File: src/rtl/select_loader.sv
// select_loader: gathers per-output select codes into a shadow table over a
// valid/ready stream and, on a frame tick, swaps every written entry into the
// active table in a single cycle. Outputs therefore never switch source
// bitstreams part-way through a frame.
module select_loader #(
  parameter int BS            = 8,    // broadcast outputs (table entries), power of two
  parameter int NUM_BS        = 256,  // bitstreams in the group, power of two
  parameter int BS_SELECT     = $clog2(BS),
  parameter int NUM_BS_SELECT = $clog2(NUM_BS)
) (
  input  logic                            clk,
  input  logic                            rst_n,
  input  logic                            wr_valid,
  output logic                            wr_ready,
  input  logic [BS_SELECT-1:0]            wr_index,
  input  logic [NUM_BS_SELECT-1:0]        wr_code,
  input  logic                            wr_last,
  input  logic                            abort,
  input  logic                            frame_tick,
  output logic [NUM_BS_SELECT*BS-1:0]     bs_select,
  output logic                            pending,
  output logic                            commit_done
);

  typedef enum logic [1:0] {
    IDLE = 2'd0,  // nothing written since the last commit/abort
    LOAD = 2'd1,  // at least one entry written, table still open
    PEND = 2'd2   // table closed, waiting for the frame boundary
  } state_t;

  state_t state_reg;
  state_t state_next;

  logic [NUM_BS_SELECT-1:0] shadow_reg [BS];
  logic [NUM_BS_SELECT-1:0] active_reg [BS];
  logic [BS-1:0]            dirty_reg;
  logic                     commit_done_reg;

  logic accept;
  logic commit;

  // Writes are refused while a closed table waits for its tick and while abort
  // is asserted, so abort always wins over an incoming write.
  assign wr_ready = (state_reg != PEND) && !abort;
  assign accept   = wr_valid && wr_ready;

  // A tick only commits a closed table; abort suppresses it. A tick that
  // arrives together with wr_last sees state LOAD/IDLE and so does not commit.
  assign commit   = (state_reg == PEND) && frame_tick && !abort;

  // Next-state logic for the load/commit sequencer.
  always_comb begin
    state_next = state_reg;
    if (abort) begin
      state_next = IDLE;
    end else begin
      case (state_reg)
        IDLE, LOAD: begin
          if (accept) begin
            state_next = wr_last ? PEND : LOAD;
          end
        end
        PEND: begin
          if (frame_tick) begin
            state_next = IDLE;
          end
        end
        default: state_next = IDLE;
      endcase
    end
  end

  // State register.
  always_ff @(posedge clk or negedge rst_n) begin
    if (!rst_n) begin
      state_reg <= IDLE;
    end else begin
      state_reg <= state_next;
    end
  end

  // Dirty mask: set by accepted writes, cleared wholesale by commit or abort.
  // Accept cannot coincide with either (wr_ready is low in PEND and on abort).
  always_ff @(posedge clk or negedge rst_n) begin
    if (!rst_n) begin
      dirty_reg <= '0;
    end else if (abort || commit) begin
      dirty_reg <= '0;
    end else if (accept) begin
      dirty_reg[wr_index] <= 1'b1;
    end
  end

  // Per-entry shadow and active registers.
  genvar gi;
  generate
    for (gi = 0; gi < BS; gi++) begin : g_entry
      // Shadow entry: captures the code of the latest accepted write to it.
      always_ff @(posedge clk or negedge rst_n) begin
        if (!rst_n) begin
          shadow_reg[gi] <= '0;
        end else if (accept && (wr_index == BS_SELECT'(gi))) begin
          shadow_reg[gi] <= wr_code;
        end
      end

      // Active entry: identity after reset, replaced only by a commit of a dirty entry.
      always_ff @(posedge clk or negedge rst_n) begin
        if (!rst_n) begin
          active_reg[gi] <= NUM_BS_SELECT'(gi);
        end else if (commit && dirty_reg[gi]) begin
          active_reg[gi] <= shadow_reg[gi];
        end
      end

      assign bs_select[NUM_BS_SELECT*gi +: NUM_BS_SELECT] = active_reg[gi];
    end
  endgenerate

  // One-cycle acknowledge in the cycle after the commit edge.
  always_ff @(posedge clk or negedge rst_n) begin
    if (!rst_n) begin
      commit_done_reg <= 1'b0;
    end else begin
      commit_done_reg <= commit;
    end
  end

  assign commit_done = commit_done_reg;
  assign pending     = (state_reg == PEND);

endmodule
File: config.mk
export PLATFORM = sky130hd
export DESIGN_NAME = select_loader
export DESIGN_NICKNAME = d
export VERILOG_FILES = /design/src/rtl/select_loader.sv
export SDC_FILE = /design/constraint.sdc
export NUM_CORES = 1
export LEC_CHECK = 0
export CORE_ASPECT_RATIO = 1.25
export CORE_UTILIZATION = 45
export DETAILED_ROUTE_END_ITERATION = 6
export PLACE_DENSITY = 0.81
export SLEW_MARGIN = 15
export SYNTH_ARGS = -nofsm -noshare
export SYNTH_HDL_FRONTEND = slang
export SYNTH_SLANG_ARGS = --single-unit
File: constraint.sdc
create_clock -name clk -period 2.3 [get_ports clk]
set_clock_uncertainty 0.15 [all_clocks]
set_input_delay 0.46 -clock clk [delete_from_list [all_inputs] [get_ports clk]]
set_output_delay 0.46 -clock clk [all_outputs]
set_load 0.01 [all_outputs]
==> metrics.txt, run 1 <==
status=finished, final reports clean; Slew HR=0.5868; # DRC=0; Ys Warns=0; number of flops mapped to enable cells by yosys=0; crit path kind=flip-flop to output port; Crit path largest cell delay=550 ps; Clk Latency, worst-skew pair=410 ps; # diodes=0; H-tree Lvls=4; largest net degree at the start of global routing=47; Hold Crit Class=flip-flop to flip-flop; placed cells=551; CTS root buffer=clkbuf_16; CTS tree=yes; Arrival @ worst endpoint=1500 ps; vias in the first global route=3361; Final setup viols=0; Seq/Total Area, Yosys=0.6594; Port Buffers=83; Die Y=123.3 um; DR iter-0 viols=121; crit end category=output port; routability congestion estimate=0.7367; largest family of logic cells by synthesized area=multiplexers; clock net sink count=139; reg2reg end=bs_select[63]; crit path time final=2111 ps; Static Leakage=3.275 nW; GRT Overall Usage=0.2022; Synth Area in XOR/XNOR=0; RSZ-0062 raised after global routing=no; DR WL/cell=19.27 um; Routed Antenna Nets=0; share of cells above drive strength 1=0.4432; slowest CP cell=clkdlybuf4s50_1; multiplexer area fraction after synthesis=0.2721; Total Wirelength=11250 um; # rows=43; Worst Tran Pin Value=619.8 ps; worst setup path endpoint=bs_select[49]; Max Slew Vio Count=0; FMAX=0.4737 GHz; fin nets=453; Simple-Gate Fraction of Synth Area=0.04322; initial antenna violation count=0; fin worst setup slack=189.1 ps; average cell area after synthesis=16.66 um2; Peak VDD IR=0.4908 mV; CP Cell Sequence=clkdlybuf4s50_1; first-pass GRT wire length=17880 um; #FFs+latches synth=139; Setup TNS=0 ps; most frequent cells in the layout=mux2_2, dfrtp_1, clkdlybuf4s50_1; Post-Syn Area=5298 um2; Filler Cell Count=829; Compound-Gate Fraction of Synth Area=0.01559; final worst-path cycle share=0.9178; CP bufs+invs=1; Synth Instances=318; CP delay by family, top=buffers and inverters; Synth Area in Adders=0; Via density=5.271; area delta synth->final=33.77%; die width=99.05 um; Post-Syn Nets=335; TritonCTS Buffers=17; WP data required=1690 ps; GRT Residual Overflow=0; pre-CTS setup slack=-73.99 ps; PnR Total Power=5.943 mW; hpwl dp=7488 um; cell count along the critical path=1; clock tree buffer depth=2; ys flop type=dfrtp_1; total of max-cap violations=0; Worst setup startpoint=bs_select[49]; Non-Filler Instances=584; pwr dens=838.6 nW/um2; post-synth cell types=27; Starting Density=0.4689; worst hold slack=345.9 ps; Hold Vio Cnt, Final=0; most common cell after layout, fill and taps aside=mux2_2; Worst Setup Start Kind=flip-flop; worst-path fanout max=2; Async SR Flop Fraction=1.000; core box area=11300 um2; vias=3078; total die area=12210 um2; io pins=84; reg2reg setup slack=540 ps; First-pass DRT Iterations=4; worst reg2reg path depth=3; clock slew at reported path FFs=50 ps; Worst R2R Start=state_reg[0]
==> per-layer routing <==
| metal | routed length, um | part of all wire | GRT usage |
|---|---|---|---|
| met1 | 4728 | 0.42 | 0.2490 |
| met4 | 276 | 0.025 | 0.09888 |
| met5 | 0 | 0 | 0 |
| met2 | 5839 | 0.52 | 0.3330 |
| met3 | 407 | 0.036 | 0.05314 |
==> stage by stage <==
| step | utilization | instance area [um2] |
|---|---|---|
| 5_1_grt | 0.6272 | 7087 |
| 6_report | 0.6272 | 7087 |
| 2_1_floorplan | - | 5298 |
| 3_3_place_gp | 0.5777 | 6528 |
| 4_1_cts | 0.6272 | 7087 |
| 3_5_place_dp | 0.5777 | 6528 |
==> cell type report <==
type                            instances  area, um2  share of cell area
Multi-Input combinational cell        169       1753              0.2474
Tap cell                              135      168.9             0.02383
Sequential cell                       139       3493              0.4929
Clock buffer                           25      485.5             0.06850
Clock inverter                          7      66.31            0.009357
Timing Repair Buffer                  104       1099              0.1550
Inverter                                5      21.27            0.003001
==> worst min-delay path by stage <==
stage | startpoint | endpoint | depth (start not counted)
2_1_floorplan | rst_n | bs_select[0] | 0
3_3_place_gp | state_reg[1] | state_reg[0] | 1
3_5_place_dp | dirty_reg[5] | dirty_reg[5] | 1
4_1_cts | dirty_reg[5] | dirty_reg[5] | 1
5_1_grt | shadow_reg[40] | shadow_reg[40] | 1
6_report | dirty_reg[7] | dirty_reg[7] | 1
==> cells by family (layout without fill, tap and decap cells) <==
kind of cell	Yosys count	in the layout
compound gates	11	11
buf+inv	10	141
flops	139	139
mux	128	128
simple gates	30	30
==> power by group <==
| group | total, mW | switching, mW | leakage, nW | internal [mW] |
|---|---|---|---|---|
| Clock | 2.51 | 0.948 | 0.271 | 1.57 |
| Sequential | 2.92 | 0.161 | 1.79 | 2.75 |
| Combinational | 0.514 | 0.207 | 1.22 | 0.307 |
==> cells in the mapped netlist (all sizes together), types with 2 or more instances <==
library cell | n | share of area
mux2 | 128 | 0.27
dfrtp | 127 | 0.60
dfstp | 12 | 0.060
nand2 | 10 | 0.0071
inv | 5 | 0.0040
a21boi | 4 | 0.0057
nor2 | 4 | 0.0028
o21a | 4 | 0.0057
buf | 3 | 0.0040
clkbuf | 2 | 0.0017
nand2b | 2 | 0.0024
nand3 | 2 | 0.0038
nand3b | 2 | 0.0028
nor3 | 2 | 0.0038
nor3b | 2 | 0.0028
==> repair_timing <==
item	in CTS	in global routing
gates resized for setup	2	0
endpoints found under the hold margin	37	0
buffers inserted	0	0
setup endpoints to repair	2	0
hold buffers	1	0
(Power assumes the default switching activity.)
==> run 2, diff against run 1 <==
Settings changed: PLACE_DENSITY 0.81 to not set, PLACE_DENSITY_LB_ADDON set to 0.25.
==> run 2 against run 1 <==
Count of clock-buffer cells in the layout is 4 higher. Register-to-register slack better by 80 ps. First-iteration DRC count is 29% lower. Final area is 1.1% lower. Global-route usage is 1.3 points lower. Critical path depth stayed put. Sequential power hardly changed. Non-clock buffer count is 5 higher. Combinational power hardly changed. Largest cell class unchanged. Largest power group unchanged.
==> metrics.txt, run 2 (synthesis results as in run 1) <==
status=finished, final reports clean; worst hold slack=252.9 ps; clock slew at reported path FFs=50 ps; Peak VDD IR=0.4822 mV; crit path time final=2079 ps; core box area=11300 um2; switch share=0.2177; Starting Density=0.4689; CP Cell Sequence=clkdlybuf4s50_1; Worst R2R Start=state_reg[1]; initial antenna violation count=0; io pins=84; # rows=43; Routed Antenna Nets=0; crit end category=output port; Die Y=123.3 um; First-pass DRT Iterations=4; hold path depth=2; Hold Path Sink=state_reg[1]; Slew HR=0.6476; fin nets=458; most frequent cells in the layout=mux2_2, dfrtp_1, clkdlybuf4s50_1; Static Leakage=3.256 nW; CTS root buffer=clkbuf_16; DR WL/cell=17.62 um; Clk Latency, worst-skew pair=410 ps; routability congestion estimate=0.7432; crit path kind=flip-flop to output port; PnR Total Power=5.745 mW; die width=99.05 um; # diodes=0; Filler Cell Count=859; Comb power frac=0.089; vias=3026; GRT Overall Usage=0.1893; Reg power frac=0.506; Worst Setup Start Kind=flip-flop; clock net sink count=139; Via density=5.138; Hold Vio Cnt, Final=0; clock power share=0.405; Port Buffers=83; total of max-cap violations=0; FMAX=0.4811 GHz; total die area=12210 um2; Final setup viols=0; GRT Residual Overflow=0; H-tree Lvls=4; Max Slew Vio Count=0; CP bufs+invs=1; most common cell after layout, fill and taps aside=mux2_2; Total Wirelength=10380 um; reg2reg setup slack=620 ps; CTS tree=yes; setup repair bufs after CTS=0; pwr dens=819.7 nW/um2; Worst Hold Launch=abort; clock tree buffer depth=2; vias in the first global route=3113; WP data required=1690 ps; reg2reg end=shadow_reg[16]; DR iter-0 viols=86; largest net degree at the start of global routing=59; first-pass GRT wire length=16640 um; final worst-path cycle share=0.9037; Arrival @ worst endpoint=1470 ps; # DRC=0; placed cells=556; Setup TNS=0 ps; Hold Crit Class=input port to flip-flop; Crit path largest cell delay=530 ps; worst-path fanout max=2; Non-Filler Instances=589; RSZ-0062 raised after global routing=no; Worst Tran Pin Value=527.0 ps; hpwl dp=6961 um; share of cells above drive strength 1=0.4405; slowest CP cell=dfstp_2; TritonCTS Buffers=17; net switching power=1.251 mW; CP delay by family, top=flip-flops; Internal Dissipation=4.494 mW; worst reg2reg path depth=5; area delta synth->final=32.29%
[run 2: power groups by stage]
stage | clock network, mW | logic, mW | registers [mW]
after detailed placement | 0 | 0.518 | 2.95
final | 2.33 | 0.511 | 2.91
after CTS | 2.38 | 0.523 | 2.91
after global placement | 0 | 0.495 | 2.93
after floorplan | 0 | 0.308 | 2.90
after global routing | 2.48 | 0.562 | 2.94
[run 2: per-stage QoR]
| step | utilization | area [um2] | worst slack (ps) |
|---|---|---|---|
| 6_report | 0.6203 | 7008 | 221.5 |
| 5_1_grt | 0.6203 | 7008 | 179.7 |
| 4_1_cts | 0.6198 | 7003 | 11.98 |
| 3_5_place_dp | 0.5736 | 6481 | -167.6 |
| 3_3_place_gp | 0.5736 | 6481 | -100.5 |
| 2_1_floorplan | - | 5298 | 425.9 |
[run 2: cell type report]
class | count | area (um2) | share of cell area
sequential | 139 | 3493 | 0.4985
multi-input combinational | 169 | 1760 | 0.2512
timing repair buffer | 109 | 1059 | 0.1510
clock buffer | 29 | 490.5 | 0.06999
tap | 135 | 168.9 | 0.02410
inverter | 5 | 21.27 | 0.003035
clock inverter | 3 | 15.01 | 0.002142
[run 2: per-layer routing]
layer | part of all wire | GRT usage | vias to the layer above
li1 | - | - | 1377
met1 | 0.45 | 0.2438 | 1569
met2 | 0.50 | 0.3077 | 67
met5 | 0 | 0 | -
met4 | 0.017 | 0.09235 | 0
met3 | 0.034 | 0.03957 | 13
[run 2: how the worst max path moves through the flow]
stage / from / to / slack [ps] / cells after the start
floorplan: abort / shadow_reg[0] / 430 / 4
global placement: abort / shadow_reg[1] / -100 / 5
detailed placement: abort / shadow_reg[7] / -170 / 5
CTS: abort / wr_ready / 10 / 3
global route: bs_select[57] / bs_select[57] / 180 / 1
finish: bs_select[56] / bs_select[56] / 220 / 1
[run 2: timing repair]
action,CTS,global route
gates resized for setup,2,2
endpoints found under the setup margin,2,1
hold buffers,1,0
hold endpoints to repair,49,0
